**config.mk**
```make
export PLATFORM = sky130hd
export DESIGN_NAME = opb_register_simulink2ppc_bank
export DESIGN_NICKNAME = d
export VERILOG_FILES = /design/src/rtl/opb_sw_reg_pkg.sv /design/src/rtl/opb_slave_ack_if.sv /design/src/rtl/opb_register_simulink2ppc_bank.sv
export SDC_FILE = /design/constraint.sdc
export NUM_CORES = 1
export LEC_CHECK = 0
export ABC_CLOCK_PERIOD_IN_PS = 17900
export CAP_MARGIN = 25
export CELL_PAD_IN_SITES_DETAIL_PLACEMENT = 1
export CELL_PAD_IN_SITES_GLOBAL_PLACEMENT = 1
export CORE_UTILIZATION = 40
export DETAILED_ROUTE_END_ITERATION = 16
export GPL_TIMING_DRIVEN = 0
export PLACE_DENSITY = 0.75
export SLEW_MARGIN = 20
export SYNTH_ARGS = -nofsm -noshare
export SYNTH_HDL_FRONTEND = slang
export SYNTH_SLANG_ARGS = --single-unit
```
**constraint.sdc**
```tcl
create_clock -name OPB_Clk -period 17.9 [get_ports OPB_Clk]
set_input_delay 4.475 -clock OPB_Clk [delete_from_list [all_inputs] [get_ports OPB_Clk]]
set_output_delay 4.475 -clock OPB_Clk [all_outputs]
set_load 0.005 [all_outputs]
```
**src/rtl/opb_sw_reg_pkg.sv**
```systemverilog
// Shared definitions for the OPB software-register blocks: register offsets,
// status bit positions and the slave handshake state type.
package opb_sw_reg_pkg;

    localparam logic [31:0] CTRL_OFS      = 32'h0000_0000;
    localparam logic [31:0] STATUS_OFS    = 32'h0000_0004;
    localparam logic [31:0] DATA_BASE_OFS = 32'h0000_0008;

    localparam int CTRL_FREEZE_BIT    = 0;
    localparam int STATUS_COUNT_W     = 16;
    localparam int STATUS_OVERRUN_BIT = 16;

    typedef enum logic {
        IDLE = 1'b0,
        ACK  = 1'b1
    } opb_state_t;

endpackage

```
**src/rtl/opb_slave_ack_if.sv**
```systemverilog
// OPB slave front end: address decode, request capture, IDLE/ACK handshake
// and OR-bus gating of read data. Shared by the software-register blocks.
module opb_slave_ack_if
    import opb_sw_reg_pkg::*;
#(
    parameter int                      C_OPB_AWIDTH = 32,
    parameter int                      C_OPB_DWIDTH = 32,
    parameter logic [C_OPB_AWIDTH-1:0] C_BASEADDR   = 32'h0100_0200,
    parameter logic [C_OPB_AWIDTH-1:0] C_HIGHADDR   = 32'h0100_02FF
) (
    input  logic                        clk,
    input  logic                        rst,
    input  logic [0:C_OPB_AWIDTH-1]     opb_abus,
    input  logic [0:C_OPB_DWIDTH/8-1]   opb_be,
    input  logic [0:C_OPB_DWIDTH-1]     opb_dbus,
    input  logic                        opb_rnw,
    input  logic                        opb_select,
    input  logic [C_OPB_DWIDTH-1:0]     rd_data,
    output logic [C_OPB_AWIDTH-1:0]     req_ofs,
    output logic [C_OPB_DWIDTH/8-1:0]   req_be,
    output logic [C_OPB_DWIDTH-1:0]     req_wdata,
    output logic                        wr_stb,
    output logic                        rd_stb,
    output logic [0:C_OPB_DWIDTH-1]     sl_dbus,
    output logic                        sl_xferack
);

    opb_state_t                 state_q;
    opb_state_t                 state_d;
    logic [C_OPB_AWIDTH-1:0]    addr;
    logic                       hit;
    logic                       req_rnw;

    // Whole-vector assignment turns the big-endian bus into LSB-0 numbering.
    assign addr = opb_abus;
    assign hit  = (addr >= C_BASEADDR) && (addr <= C_HIGHADDR);

    always_ff @(posedge clk or posedge rst) begin
        if (rst) begin
            state_q <= IDLE;
        end else begin
            state_q <= state_d;
        end
    end

    always_ff @(posedge clk or posedge rst) begin
        if (rst) begin
            req_ofs   <= '0;
            req_be    <= '0;
            req_wdata <= '0;
            req_rnw   <= 1'b0;
        end else if (state_q == IDLE && opb_select && hit) begin
            req_ofs   <= addr - C_BASEADDR;
            req_be    <= opb_be;
            req_wdata <= opb_dbus;
            req_rnw   <= opb_rnw;
        end
    end

    always_comb begin
        state_d    = state_q;
        sl_xferack = 1'b0;
        wr_stb     = 1'b0;
        rd_stb     = 1'b0;
        sl_dbus    = '0;
        case (state_q)
            IDLE: begin
                if (opb_select && hit) begin
                    state_d = ACK;
                end
            end
            ACK: begin
                state_d    = IDLE;
                sl_xferack = 1'b1;
                wr_stb     = !req_rnw;
                rd_stb     = req_rnw;
                if (req_rnw) begin
                    sl_dbus = rd_data;
                end
            end
            default: state_d = IDLE;
        endcase
    end

endmodule

```
**src/rtl/opb_register_simulink2ppc_bank.sv**
```systemverilog
// OPB read-back bank: captures C_NUM_REGS fabric words and serves them with an
// atomic DATA0-triggered snapshot. Define SIMULINK2PPC_TIMESTAMP_EN for a capture timestamp.
module opb_register_simulink2ppc_bank
    import opb_sw_reg_pkg::*;
#(
    parameter int                      C_OPB_AWIDTH = 32,
    parameter int                      C_OPB_DWIDTH = 32,
    parameter logic [C_OPB_AWIDTH-1:0] C_BASEADDR   = 32'h0100_0200,
    parameter logic [C_OPB_AWIDTH-1:0] C_HIGHADDR   = 32'h0100_02FF,
    parameter int                      C_NUM_REGS   = 4,
    parameter string                   C_FAMILY     = "virtex5"
) (
    input  logic                        OPB_Clk,
    input  logic                        OPB_Rst,
    input  logic [0:C_OPB_AWIDTH-1]     OPB_ABus,
    input  logic [0:C_OPB_DWIDTH/8-1]   OPB_BE,
    input  logic [0:C_OPB_DWIDTH-1]     OPB_DBus,
    input  logic                        OPB_RNW,
    input  logic                        OPB_select,
    input  logic                        OPB_seqAddr,
    output logic [0:C_OPB_DWIDTH-1]     Sl_DBus,
    output logic                        Sl_errAck,
    output logic                        Sl_retry,
    output logic                        Sl_toutSup,
    output logic                        Sl_xferAck,
    input  logic [C_NUM_REGS*32-1:0]    user_data_in,
    input  logic                        user_data_valid,
    output logic                        user_frozen
);

    localparam string       family_unused = C_FAMILY;
    localparam logic [31:0] DATA_END_OFS  = DATA_BASE_OFS + 32'(4 * C_NUM_REGS);

    logic [C_OPB_AWIDTH-1:0]   req_ofs;
    logic [3:0]                req_be;
    logic [31:0]               req_wdata;
    logic                      wr_stb;
    logic                      rd_stb;
    logic [31:0]               rd_data;
    logic [31:0]               ofs_al;
    logic [31:0]               data_idx;

    logic [31:0]               cap_q    [C_NUM_REGS];
    logic [31:0]               shadow_q [C_NUM_REGS];
    logic                      freeze_q;
    logic                      overrun_q;
    logic [STATUS_COUNT_W-1:0] count_q;

    logic                      wr_ctrl;
    logic                      clr_overrun;
    logic                      rd_data0;
    logic                      capture;
    logic                      unused_ok;

    opb_slave_ack_if #(
        .C_OPB_AWIDTH (C_OPB_AWIDTH),
        .C_OPB_DWIDTH (C_OPB_DWIDTH),
        .C_BASEADDR   (C_BASEADDR),
        .C_HIGHADDR   (C_HIGHADDR)
    ) u_ack_if (
        .clk        (OPB_Clk),
        .rst        (OPB_Rst),
        .opb_abus   (OPB_ABus),
        .opb_be     (OPB_BE),
        .opb_dbus   (OPB_DBus),
        .opb_rnw    (OPB_RNW),
        .opb_select (OPB_select),
        .rd_data    (rd_data),
        .req_ofs    (req_ofs),
        .req_be     (req_be),
        .req_wdata  (req_wdata),
        .wr_stb     (wr_stb),
        .rd_stb     (rd_stb),
        .sl_dbus    (Sl_DBus),
        .sl_xferack (Sl_xferAck)
    );

    assign Sl_errAck   = 1'b0;
    assign Sl_retry    = 1'b0;
    assign Sl_toutSup  = 1'b0;
    assign user_frozen = freeze_q;
    assign unused_ok   = ^{OPB_seqAddr, req_ofs[1:0], req_wdata};

    // req_be[j] enables register byte j (req_be[0] = OPB_BE[3] = bits 7:0).
    assign ofs_al      = {req_ofs[31:2], 2'b00};
    assign data_idx    = (ofs_al - DATA_BASE_OFS) >> 2;
    assign wr_ctrl     = wr_stb && (ofs_al == CTRL_OFS) && req_be[0];
    assign clr_overrun = wr_stb && (ofs_al == STATUS_OFS) && req_be[2]
                         && req_wdata[STATUS_OVERRUN_BIT];
    assign rd_data0    = rd_stb && (ofs_al == DATA_BASE_OFS);
    assign capture     = user_data_valid && !freeze_q;

    always_ff @(posedge OPB_Clk or posedge OPB_Rst) begin
        if (OPB_Rst) begin
            for (int k = 0; k < C_NUM_REGS; k++) begin
                cap_q[k] <= '0;
            end
            count_q <= '0;
        end else if (capture) begin
            for (int k = 0; k < C_NUM_REGS; k++) begin
                cap_q[k] <= user_data_in[32*k +: 32];
            end
            count_q <= count_q + 1'b1;
        end
    end

    // A frozen capture raising overrun outranks a coincident clear.
    always_ff @(posedge OPB_Clk or posedge OPB_Rst) begin
        if (OPB_Rst) begin
            freeze_q  <= 1'b0;
            overrun_q <= 1'b0;
        end else begin
            if (wr_ctrl) begin
                freeze_q <= req_wdata[CTRL_FREEZE_BIT];
            end
            if (user_data_valid && freeze_q) begin
                overrun_q <= 1'b1;
            end else if (clr_overrun) begin
                overrun_q <= 1'b0;
            end
        end
    end

    // Shadow takes the pre-capture values when a capture lands on the same edge.
    always_ff @(posedge OPB_Clk or posedge OPB_Rst) begin
        if (OPB_Rst) begin
            for (int k = 0; k < C_NUM_REGS; k++) begin
                shadow_q[k] <= '0;
            end
        end else if (rd_data0) begin
            for (int k = 0; k < C_NUM_REGS; k++) begin
                shadow_q[k] <= cap_q[k];
            end
        end
    end

`ifdef SIMULINK2PPC_TIMESTAMP_EN
    logic [31:0] ts_cnt_q;
    logic [31:0] ts_cap_q;
    logic [31:0] ts_shadow_q;

    always_ff @(posedge OPB_Clk or posedge OPB_Rst) begin
        if (OPB_Rst) begin
            ts_cnt_q    <= '0;
            ts_cap_q    <= '0;
            ts_shadow_q <= '0;
        end else begin
            ts_cnt_q <= ts_cnt_q + 32'd1;
            if (capture) begin
                ts_cap_q <= ts_cnt_q;
            end
            if (rd_data0) begin
                ts_shadow_q <= ts_cap_q;
            end
        end
    end
`endif

    always_comb begin
        rd_data = '0;
        if (ofs_al == CTRL_OFS) begin
            rd_data[CTRL_FREEZE_BIT] = freeze_q;
        end else if (ofs_al == STATUS_OFS) begin
            rd_data[STATUS_COUNT_W-1:0]  = count_q;
            rd_data[STATUS_OVERRUN_BIT]  = overrun_q;
        end else if (ofs_al >= DATA_BASE_OFS && ofs_al < DATA_END_OFS) begin
            rd_data = cap_q[0];
            for (int k = 1; k < C_NUM_REGS; k++) begin
                if (data_idx == 32'(k)) begin
                    rd_data = shadow_q[k];
                end
            end
`ifdef SIMULINK2PPC_TIMESTAMP_EN
        end else if (ofs_al == DATA_END_OFS) begin
            rd_data = ts_shadow_q;
`endif
        end
    end

endmodule

```
; ---- Word level (Yosys, flattened, before mapping)
; Cells that the tools add are included.
[classes]
add_sub_neg = 3
bitwise = 1
eq_ne = 5
reduce_logical = 17
n_mux = 17
order_cmp = 4
[op_table]
columns = cell, n
row1 = $mux 32, 6
row2 = $eq 30x2->1 const B, 3
row3 = $eq 30x1->1 const B, 2
row4 = $ge 32x25->1 const B, 1
row5 = $ge 32x4->1 const B, 1
row6 = $le 32x25->1 const B, 1
row7 = $logic_not 32->1, 1
row8 = $lt 32x5->1 const B, 1
row9 = $sub 32x25->32 const B, 1
row10 = $sub 32x4->32 const B, 1
row11 = $mux 31, 1
row12 = $mux 17, 1
row13 = $add 16x1->16 const B, 1
row14 = $mux 15, 1
row15 = $logic_and 1x1->1, 13
row16 = $mux 1, 7
row17 = $logic_not 1->1, 2
row18 = $pmux 1 s2, 1
row19 = $reduce_bool 2->1, 1
row20 = $not 1->1, 1
[totals]
word_cells = 62
output_inout_bits = 37
register_bits = 296
input_bits = 202

; ---- Longest topological paths before layout
; Gate-level depths: netlist of the first run.
[depth]
depth_word = 10
mapped_depth = 11
depth_no_buf = 9

; ---- Modules after synthesis
; A second synthesis of the first run with hierarchy kept.
[hier_totals]
cells_unflattened = 1016
area_unflattened_um2 = 13696.9
[modules_own_cells]
columns = mod, seq_area_each_um2, instances, area_per_inst_um2, cells_each
row1 = opb_register_simulink2ppc_bank, 6055.8, 1, 10755.3, 809
row2 = opb_slave_ack_if, 1751.7, 1, 2941.6, 207

; ---- Least setup slack after synthesis of the first run
; No wires, ideal clock.
[synth_timing]
kind = register to output
start = register u_ack_if.req_ofs[3]
end = output port Sl_DBus[31] (netlist name)
arrival_time_ns = 2.711
stages_incl_launch_ff = 11
setup_slack_ns = 10.714
t_required_ns = 13.425
n_path_buf = 1
path_cell_list = dfrtp_1 -> buf_2 -> inv_1 -> ha_1 -> nor3b_1 -> nand3_1 -> xnor2_1 -> a2111o_4 -> o31a_1 -> o21a_1 -> o31a_1
[synth_between]
elab_chain_cells = 10
elab_cells_between_ends = 17
cone_classes = 1 x add/sub / 2 x order compare / 4 x eq/ne / 8 x mux / 2 x reduce/logical
[synth_rtl]
columns = element, line
row1 = "start, declared", opb_slave_ack_if.sv:19  ; output logic [C_OPB_AWIDTH-1:0] req_ofs,
row2 = "start signal, assigned", opb_slave_ack_if.sv:53  ; req_ofs <= addr - C_BASEADDR;
row3 = $sub 32x4->32, opb_register_simulink2ppc_bank.sv:86  ; assign data_idx = (ofs_al - DATA_BASE_OFS) >> 2;
row4 = $eq 30x1->1, opb_register_simulink2ppc_bank.sv:169  ; if (data_idx == 32'(k)) begin
row5 = $mux 32 (3 in a row), opb_register_simulink2ppc_bank.sv:169
row6 = $mux 32, opb_register_simulink2ppc_bank.sv:166  ; end else if (ofs_al >= DATA_BASE_OFS && ofs_al < DATA_END_OFS) begin
row7 = $mux 17, opb_register_simulink2ppc_bank.sv:163  ; end else if (ofs_al == STATUS_OFS) begin
row8 = $mux 1 (*), opb_register_simulink2ppc_bank.sv:161  ; if (ofs_al == CTRL_OFS) begin
row9 = $mux 32 (*), opb_slave_ack_if.sv:77  ; if (req_rnw) begin
row10 = $mux 32 (*), opb_slave_ack_if.sv:66  ; case (state_q)
row11 = "end, declared", opb_register_simulink2ppc_bank.sv:21  ; output logic [0:C_OPB_DWIDTH-1] Sl_DBus,
; Mark *: on every way between the ends. The rest lies on a longest branch, timed or not.

; ---- Worst setup path after layout of the first run
[layout_timing]
start = register u_ack_if.req_ofs[3]
end = output port Sl_DBus[2] (netlist name)
[layout_between]
elab_chain_cells = 10
elab_cells_between_ends = 17
cone_classes = 1 x add/sub / 2 x order compare / 4 x eq/ne / 8 x mux / 2 x reduce/logical
[layout_rtl]
columns = element, line
row1 = $sub 32x4->32, opb_register_simulink2ppc_bank.sv:86
row2 = $eq 30x1->1, opb_register_simulink2ppc_bank.sv:169
row3 = $mux 32 (3 in a row), opb_register_simulink2ppc_bank.sv:169
row4 = $mux 32, opb_register_simulink2ppc_bank.sv:166
row5 = $mux 15, opb_register_simulink2ppc_bank.sv:163
row6 = $mux 31 (*), opb_register_simulink2ppc_bank.sv:161
row7 = $mux 32 (*), opb_slave_ack_if.sv:77
row8 = $mux 32 (*), opb_slave_ack_if.sv:66
; Marks and branches as above.

==> qor.yml, run 1 <==
drc_errors: 0
powerDensity_nw_per_um2: 90.5
cts_hold_buf: 0
clk_path_buf_depth: 3
avgSynthCellArea_um2: 13.2
setup_ws_ps: 8870
wire_per_inst_um: 21.0
synth_edf_count: 0
path_delay_family: "compound AO/OA/AOI/OAI gates"
pre_cts_ws_ps: 9450
grt_max_degree: 106
post_cts_buffers: 0
crit_start: "u_ack_if.req_ofs[3]$_DFFE_PP0P_"
synth_cell_types: 58
busiest_layer: "met2"
port_buffers: 200
skew_ps: 11.1
vias: 8287
maxCapViolations: 0
clkSlewWorstSetupHoldPaths_ps: 60
syn_to_final_growth_pct: 29.3
fmax_mhz: 111
path_class: "reg2out"
grt_use_total: 0.221
grt_pass1_vias: 9150
wl_um: 33000
cpMostUsedCell: "buf_2"
grt_setup_unrepaired: "false"
final_core_util: 0.527
instances_no_fill: 1568
globalRouteMet2Util: 0.378
ir_worst_vdd_mv: 0.0710
status: "finished, final reports clean"
cp.buffers_inverters: 4
core_area_um2: 29600
synth.area.top_cells: "dfrtp_1, mux2_2, o21ai_0"
cts_root_buf: "clkbuf_16"
drtIter0Drc: 379
ys_ff_latch: 278
globalRoute.totalOverflow: 0
die-width_um: 176
synth_top_cell_by_area: "dfrtp_1"
slew_headroom: 0.396
arrival_ps: 4560
critPathSlowestCell: "clkdlybuf4s50_1"
fin_crit_ps: 9030
final_net_count: 1360
yosysMostFrequentCell: "dfrtp_1"
die_area_um2: 30900
setup-tns-final_ps: 0
layout-drive-gt1-share: 0.260
worst_slew_pin_slew_ps: 906
dp_cells: 1512
global_route.usage.met1: 0.293
ant_nets: 0
fin_crit_sh: 0.505
ys_seq_area_frac: 0.576
hp-start: "count_q[15]$_DFFE_PP0P_"
finalSetupViolCount: 0
htree_levels: 1
hold_viol: 0
cts.sinks: 278
syn_area_um2: 12100
start_util: 0.408
path_max_fanout: 10
use_met3: 0.0400
start_kind: "flip-flop"
dr.pass1.iters: 4
synthArstFlopShare: 1.00
antenna_found_initial: 4
tritoncts: "done"
power_leakage_nw: 6.93
syn_inst: 918
reg2reg_slack_ps: 14570
end_kind: "output port"
viasPerCell: 5.29
clk_latency_ps: 550
cp_cell_sequence: "buf_2 -> inv_1 -> ha_1 -> nor3b_1 -> nand3_1 -> o311ai_1 -> a2111oi_4 -> nand2_2 -> nor2_1 -> buf_2 -> a221oi_1 -> clkdlybuf4s50_1"
worstHoldPathType: "reg2reg"
synth_top_area_share: 0.576
slowest_delay_ps: 590
worstReg2RegStart: "u_ack_if.req_ofs[8]$_DFFE_PP0P_"
ys_top_cells_by_count: "dfrtp_1, mux2_2, nand2_1, o21ai_0, clkbuf_1"
dpl.hpwl_um: 23900
die_h_um: 176
fp-row-count: 63
post_cts_resized: 0
ys_warn_count: 0
gp_congestion: 0.805
slew_violations: 0
synthFlopType: "dfrtp_1"
cp.required_ps: 13430
cts_buffers: 30
grt_pass1_wl_um: 52400
ios: 239
## cells by family (layout without fill, tap and decap cells)
group,count (synthesis),in the layout,share of synthesized area
xor+xnor,17,17,0.0123
other cells,1,5,0.000310
compound gates,145,145,0.0878
simple gates,160,160,0.0745
flops,278,278,0.576
buf+inv,78,334,0.0277
mux,235,235,0.217
fa+ha+maj,4,4,0.00414
## path summary, 6_finish.rpt
| kind | end | cells after the start |
|---|---|---|
| max in group asynchronous | cap_q[68]$_DFFE_PP0P_ | 3 |
| worst max-delay path | Sl_DBus[2] | 12 |
| worst min-delay path | count_q[15]$_DFFE_PP0P_ | 1 |
| min in group asynchronous | cap_q[13]$_DFFE_PP0P_ | 2 |
| worst min register to register | count_q[15]$_DFFE_PP0P_ | 1 |
| worst max register to register | shadow_q[18]$_DFFE_PP0P_ | 7 |
## power breakdown
part	total (mW)	internal, mW	switching [mW]
clock	0.607	0.362	0.245
combinational	0.117	0.0699	0.0467
sequential	0.690	0.665	0.0255
## through the flow
stage | hold slack [ps] | power (mW) | instance area, µm²
floorplan | 445 | 0.755 | 12100
detailed placement | 471 | 0.819 | 14600
global placement | 463 | 0.812 | 14600
global route | 494 | 1.47 | 15600
finish | 485 | 1.41 | 15600
CTS | 485 | 1.43 | 15600
## layout by cell type, fill, tap and decap left out, drive strengths merged, types with 15 or more instances in the layout
master,count
o21ai,36
mux2,219
a21oi,20
xnor2,15
nor2,22
dfrtp,278
buf,27
mux2i,16
clkdlybuf4s50,200
nand2,47
o31ai,18
clkbuf,75
inv,25
## sequential cells by signal (all words and copies together), names as in the netlist
signal / cells
count_q: 16
cap_q: 128
shadow_q: 96
u_ack_if.req_ofs: 30
u_ack_if.req_be: 2
u_ack_if.req_wdata: 2
u_ack_if.state_q: 1
overrun_q: 1
user_frozen: 1
u_ack_if.req_rnw: 1
## routing by layer
| metal | vias to the layer above | wire length [µm] |
|---|---|---|
| met5 | - | 25 |
| met4 | 4 | 528 |
| met3 | 44 | 1810 |
| met2 | 185 | 16500 |
| met1 | 4247 | 14100 |
| li1 | 3807 | - |
## final cells by class
class / count / area [µm²]
Fill cell: 3037 / 14000
Buffer: 53 / 240
Multi-Input combinational cell: 564 / 4800
Clock buffer: 47 / 916
Timing Repair Buffer: 202 / 2060
Sequential cell: 278 / 6960
Inverter: 25 / 101
Clock inverter: 7 / 60.1
Antenna cell: 2 / 5.00
Tap cell: 390 / 488
No activity file was read; power rests on OpenSTA's default activity.
==> run 2: changes to the inputs <==
ABC_CLOCK_PERIOD_IN_PS = 8100   (was 17900)
CORE_UTILIZATION = 38   (was 40)
clock period = 8.1 ns   (was 17.9 ns; I/O delays follow)
==> qor.yml, run 2 (synthesized netlist as in run 1, its figures left out) <==
die_area_um2: 32500  # was 30900 µm²
p_clk_frac: 0.441  # was 0.429
hold_viol: 0  # unchanged
clk_path_buf_depth: 3  # unchanged
port_buffers: 200  # unchanged
global_route.usage.met1: 0.278  # was 0.293
clk_latency_ps: 560  # was 550 ps
cts_root_buf: "clkbuf_16"  # unchanged
die_h_um: 180  # was 176 µm
path_class: "reg2out"  # unchanged
start_kind: "flip-flop"  # unchanged
grt_setup_unrepaired: "false"  # unchanged
cts.sinks: 278  # unchanged
post_cts_resized: 0  # unchanged
wl_um: 33900  # was 33000 µm
grt_use_total: 0.211  # was 0.221
grt_max_degree: 35  # was 106
skew_ps: 11.1  # about the same
layout-drive-gt1-share: 0.269  # was 0.260
fp-row-count: 64  # was 63
status: "finished, final reports clean"  # unchanged
final_common_cell: "dfrtp_1"  # unchanged
grt_pass1_wl_um: 53600  # was 52400 µm
htree_levels: 1  # unchanged
ir_worst_vdd_mv: 0.151  # was 0.0710 mV
busiest_layer: "met2"  # unchanged
slew_violations: 0  # unchanged
viasPerCell: 5.28  # was 5.29
cts_buffers: 30  # unchanged
core_area_um2: 30900  # was 29600 µm²
combinationalPowerShare: 0.083  # was 0.082
fmax_mhz: 152
p_int_mw: 2.48  # was 1.10 mW
powerDensity_nw_per_um2: 203  # was 90.5 nW/µm²
final_cell_mix: "dfrtp_1, mux2_2, clkdlybuf4s50_1"  # unchanged
cp.required_ps: 6080  # was 13430 ps
path_max_fanout: 10  # unchanged
gp_congestion: 0.824  # was 0.805
clkSlewWorstSetupHoldPaths_ps: 60  # about the same
worstHoldPathType: "reg2reg"  # unchanged
finalSetupViolCount: 0  # unchanged
antenna_found_initial: 4  # unchanged
ant_nets: 0  # unchanged
fin_crit_sh: 0.813
p_sw_mw: 0.731  # was 0.317 mW
largest_registers: "cap_q: 128 flops, shadow_q: 96 flops, u_ack_if.req_ofs: 30 flops"  # unchanged
top_register: "cap_q"  # unchanged
globalRoute.totalOverflow: 0  # unchanged
dpl.hpwl_um: 25300  # was 23900 µm
drtIter0Drc: 322  # was 379
filler_cell_count: 3142  # was 3037
start_util: 0.391  # was 0.408
largest_register_ffs: 128  # unchanged
tritoncts: "done"  # unchanged
arrival_ps: 4560  # about the same
use_met3: 0.0471  # was 0.0400
seqPwrFrac: 0.475  # was 0.488
maxCapViolations: 0  # unchanged
switching_share: 0.227  # was 0.224
power_leakage_nw: 7.02  # was 6.93 nW
fin_crit_ps: 6590
post_cts_buffers: 0  # unchanged
final_net_count: 1368  # was 1360
setup-tns-final_ps: 0  # unchanged
slew_headroom: 0.424  # was 0.396
globalRouteMet2Util: 0.359  # was 0.378
syn_to_final_growth_pct: 31.1  # was 29.3%
pre_cts_ws_ps: 2110  # was 9450 ps
wire_per_inst_um: 21.5  # was 21.0 µm
setup_ws_ps: 1510  # was 8870 ps
cts_hold_buf: 0  # unchanged
dr.pass1.iters: 4  # unchanged
drc_errors: 0  # unchanged
end_kind: "output port"  # unchanged
worst_slew_pin_slew_ps: 864  # was 906 ps
ios: 239  # unchanged
vias: 8348  # was 8287
grt_pass1_vias: 9263  # was 9150
die-width_um: 180  # was 176 µm
## run 2: worst max-delay path: stages, from the launching register on
cell,delay (ps)
dfrtp_1,380
buf_2,180
inv_1,210
ha_1,240
nor3b_1,420
nand3_1,220
o311ai_1,540
a2111oi_4,190
nand2_2,220
nor2_1,140
buf_2,230
a221oi_1,420
clkdlybuf4s50_1,590
## run 2: area by class of cell
cell class / count / area, µm² / share of cell area
Sequential cell: 278 / 6960 / 0.439
Antenna cell: 2 / 5.00 / 0.000316
Clock inverter: 11 / 150 / 0.00948
Tap cell: 396 / 495 / 0.0313
Inverter: 25 / 97.6 / 0.00616
Timing Repair Buffer: 210 / 2220 / 0.140
Clock buffer: 41 / 882 / 0.0557
Multi-Input combinational cell: 564 / 4800 / 0.303
Buffer: 53 / 240 / 0.0152
## run 2: per-stage QoR
| stage | power [mW] | hold slack [ps] | util | cells | area [µm²] |
|---|---|---|---|---|---|
| final | 3.22 | 482 | 0.513 | 1580 | 15800 |
| after global routing | 3.33 | 506 | 0.512 | 1578 | 15800 |
| after CTS | 3.25 | 489 | 0.512 | 1578 | 15800 |
| after detailed placement | 1.82 | 477 | 0.479 | 1526 | 14800 |
| after global placement | 1.80 | 464 | 0.472 | 1516 | 14600 |
| after floorplan | 1.67 | 445 | - | 920 | 12100 |
## run 2: metal layers
metal,vias up,wire length [µm]
met2,212,16600
met4,4,594
li1,3816,-
met3,51,1920
met5,-,24
met1,4265,14800
## run 2: final timing paths
path	start	end	slack, ps	depth (start not counted)
max	u_ack_if.req_ofs[3]$_DFFE_PP0P_	Sl_DBus[4]	1510	12
min	count_q[15]$_DFFE_PP0P_	count_q[15]$_DFFE_PP0P_	480	1
max reg2reg	u_ack_if.req_ofs[8]$_DFFE_PP0P_	shadow_q[14]$_DFFE_PP0P_	4700	7
min reg2reg	count_q[15]$_DFFE_PP0P_	count_q[15]$_DFFE_PP0P_	480	1
max in group asynchronous	OPB_Rst	cap_q[35]$_DFFE_PP0P_	5120	6
min in group asynchronous	OPB_Rst	shadow_q[12]$_DFFE_PP0P_	1820	2
## run 2: power groups by stage
stage / logic (mW) / registers, mW / clock network [mW]
6_report: 0.268 / 1.53 / 1.42
5_1_grt: 0.293 / 1.54 / 1.50
4_1_cts: 0.274 / 1.53 / 1.44
3_5_place_dp: 0.271 / 1.55 / 0
3_3_place_gp: 0.248 / 1.55 / 0
2_1_floorplan: 0.138 / 1.53 / 0
==> run 3: changes to the inputs <==
ABC_CLOCK_PERIOD_IN_PS = 6100   (was 8100)
CORE_UTILIZATION = 40   (was 38)
clock period = 6.1 ns   (was 8.1 ns; I/O delays follow)
==> qor.yml, run 3 (synthesized netlist as in run 1, its figures left out) <==
skew_ps: 11.2  # was 11.1 ps
port_buffers: 200  # unchanged
filler_cell_count: 3008  # was 3142
drc_errors: 0  # unchanged
viasPerCell: 5.31  # was 5.28
clk_latency_ps: 550  # was 560 ps
finalSetupViolCount: 0  # unchanged
syn_to_final_growth_pct: 31.5  # was 31.1%
top_register: "cap_q"  # unchanged
powerDensity_nw_per_um2: 273  # was 203 nW/µm²
busiest_layer: "met2"  # unchanged
setup_ws_ps: 258  # was 1510 ps
whs_path_depth: 1  # unchanged
htree_levels: 1  # unchanged
critPathSlowestCell: "clkdlybuf4s50_1"  # unchanged
slew_headroom: 0.425  # was 0.424
drtIter0Drc: 371  # was 322
hold_viol: 0  # unchanged
cpMostUsedCell: "buf_2"  # unchanged
dr.pass1.iters: 4  # unchanged
pre_cts_ws_ps: 674  # was 2110 ps
worstReg2RegStart: "u_ack_if.req_ofs[8]$_DFFE_PP0P_"  # unchanged
fmax_mhz: 171
status: "finished, final reports clean"  # unchanged
ios: 239  # unchanged
start_kind: "flip-flop"  # unchanged
slowest_delay_ps: 590  # about the same
end_kind: "output port"  # unchanged
die_area_um2: 30900  # was 32500 µm²
start_util: 0.408  # was 0.391
grt_setup_unrepaired: "false"  # unchanged
vias: 8364  # was 8348
fin_crit_sh: 0.958
layout-drive-gt1-share: 0.272  # was 0.269
setup-tns-final_ps: 0  # unchanged
cp_cell_sequence: "buf_2 -> inv_1 -> ha_1 -> nor3b_2 -> nand3_1 -> xnor2_1 -> a2111o_4 -> nor2_4 -> buf_2 -> o21ai_0 -> a221oi_1 -> clkdlybuf4s50_1"  # was buf_2 -> inv_1 -> ha_1 -> nor3b_1 -> nand3_1 -> o311ai_1 -> a2111oi_4 -> nand2_2 -> nor2_1 -> buf_2 -> a221oi_1 -> clkdlybuf4s50_1
cp.required_ps: 4580  # was 6080 ps
r2r_cells: 7  # unchanged
dp_cells: 1519  # was 1526
slew_violations: 0  # unchanged
diodes: 0  # was 2
final_common_cell: "dfrtp_1"  # unchanged
final_net_count: 1369  # was 1368
use_met3: 0.0411  # was 0.0471
ant_nets: 0  # unchanged
arrival_ps: 4320  # was 4560 ps
instances_no_fill: 1575  # was 1580
finalHoldWorstSlack_ps: 491  # was 482 ps
grt_max_degree: 36  # was 35
power_leakage_nw: 7.05  # was 7.02 nW
globalRoute.totalOverflow: 0  # unchanged
maxCapViolations: 0  # unchanged
global_route.usage.met1: 0.298  # was 0.278
path_max_fanout: 10  # unchanged
gp_congestion: 0.830  # was 0.824
cts_buffers: 30  # unchanged
largest_register_ffs: 128  # unchanged
cts.sinks: 278  # unchanged
fin_crit_ps: 5840
clk_path_buf_depth: 3  # unchanged
cp.buffers_inverters: 4  # unchanged
path_class: "reg2out"  # unchanged
path_delay_family: "buffers and inverters"  # unchanged
worst_slew_pin_slew_ps: 863  # was 864 ps
dpl.hpwl_um: 24800  # was 25300 µm
wire_per_inst_um: 21.5  # about the same
grt_pass1_vias: 9243  # was 9263
die_h_um: 176  # was 180 µm
reg2reg_slack_ps: 2740  # was 4700 ps
grt_use_total: 0.225  # was 0.211
antenna_found_initial: 3  # was 4
fp-row-count: 63  # was 64
globalRouteMet2Util: 0.388  # was 0.359
timing.rr.end: "shadow_q[13]$_DFFE_PP0P_"  # was shadow_q[14]$_DFFE_PP0P_
grt_pass1_wl_um: 53700  # was 53600 µm
die-width_um: 176  # was 180 µm
final_cell_mix: "dfrtp_1, mux2_2, clkdlybuf4s50_1"  # unchanged
wl_um: 33900  # about the same
largest_registers: "cap_q: 128 flops, shadow_q: 96 flops, u_ack_if.req_ofs: 30 flops"  # unchanged
clkSlewWorstSetupHoldPaths_ps: 60  # about the same
core_area_um2: 29600  # was 30900 µm²
hp-start: "u_ack_if.req_ofs[31]$_DFFE_PP0P_"  # was count_q[15]$_DFFE_PP0P_
worstHoldPathType: "reg2reg"  # unchanged
tritoncts: "done"  # unchanged
cts_root_buf: "clkbuf_16"  # unchanged
hold_end: "u_ack_if.req_ofs[31]$_DFFE_PP0P_"  # was count_q[15]$_DFFE_PP0P_
ir_worst_vdd_mv: 0.187  # was 0.151 mV
## run 3: changes by cell type in the layout (fill, tap and decap cells not counted), sizes merged
cell      before  now
clkinv         5    6
inv           25   24
clkbuf        69   70
clkinvlp       3    2
diode          2    0
buf           35   36
bufinv         3    5
## run 3: routing by layer
layer | part of all wire | vias up | routed length [µm]
met3 | 0.053 | 41 | 1780
li1 | - | 3815 | -
met1 | 0.43 | 4294 | 14800
met5 | 0.0011 | - | 38
met2 | 0.50 | 208 | 16900
met4 | 0.013 | 6 | 440
## run 3: repair_timing
action	CTS	global route
setup endpoints to repair	0	21
resized for setup	0	4
buffers inserted	0	2
hold buffers	0	0
## run 3: how the worst max path moves through the flow
stage          slack [ps]  cells past startpoint               endpoint                             from
3_3_place_gp        -1130                      2  cap_q[92]$_DFFE_PP0P_                          OPB_Rst
6_report              260                     12             Sl_DBus[5]  u_ack_if.req_ofs[3]$_DFFE_PP0P_
3_5_place_dp          670                     12             Sl_DBus[2]  u_ack_if.req_ofs[3]$_DFFE_PP0P_
5_1_grt                40                     12             Sl_DBus[8]  u_ack_if.req_ofs[3]$_DFFE_PP0P_
2_1_floorplan         900                      1   cap_q[0]$_DFFE_PP0P_                          OPB_Rst
4_1_cts                70                     12             Sl_DBus[2]  u_ack_if.req_ofs[3]$_DFFE_PP0P_
## run 3: power breakdown
part           internal [mW]  switching [mW]  total [mW]
sequential              1.95          0.0785        2.03
clock                   1.21           0.738        1.94
combinational          0.214           0.141       0.355
total                   3.37           0.958        4.33
## run 3: final cells by class
class	count	area, µm²	share of cell area
Multi-Input combinational cell	564	4820	0.304
Clock inverter	12	188	0.0118
Timing Repair Buffer	211	2210	0.139
Tap cell	390	488	0.0307
Buffer	53	240	0.0151
Sequential cell	278	6960	0.438
Inverter	25	97.6	0.00615
Clock buffer	42	877	0.0552
## run 3: metrics by stage
| step | power, mW | cell area [µm²] | utilization |
|---|---|---|---|
| floorplan | 2.22 | 12100 | - |
| global placement | 2.39 | 14600 | 0.492 |
| detailed placement | 2.42 | 14800 | 0.499 |
| CTS | 4.38 | 15800 | 0.534 |
| global route | 4.49 | 15900 | 0.536 |
| finish | 4.33 | 15900 | 0.536 |
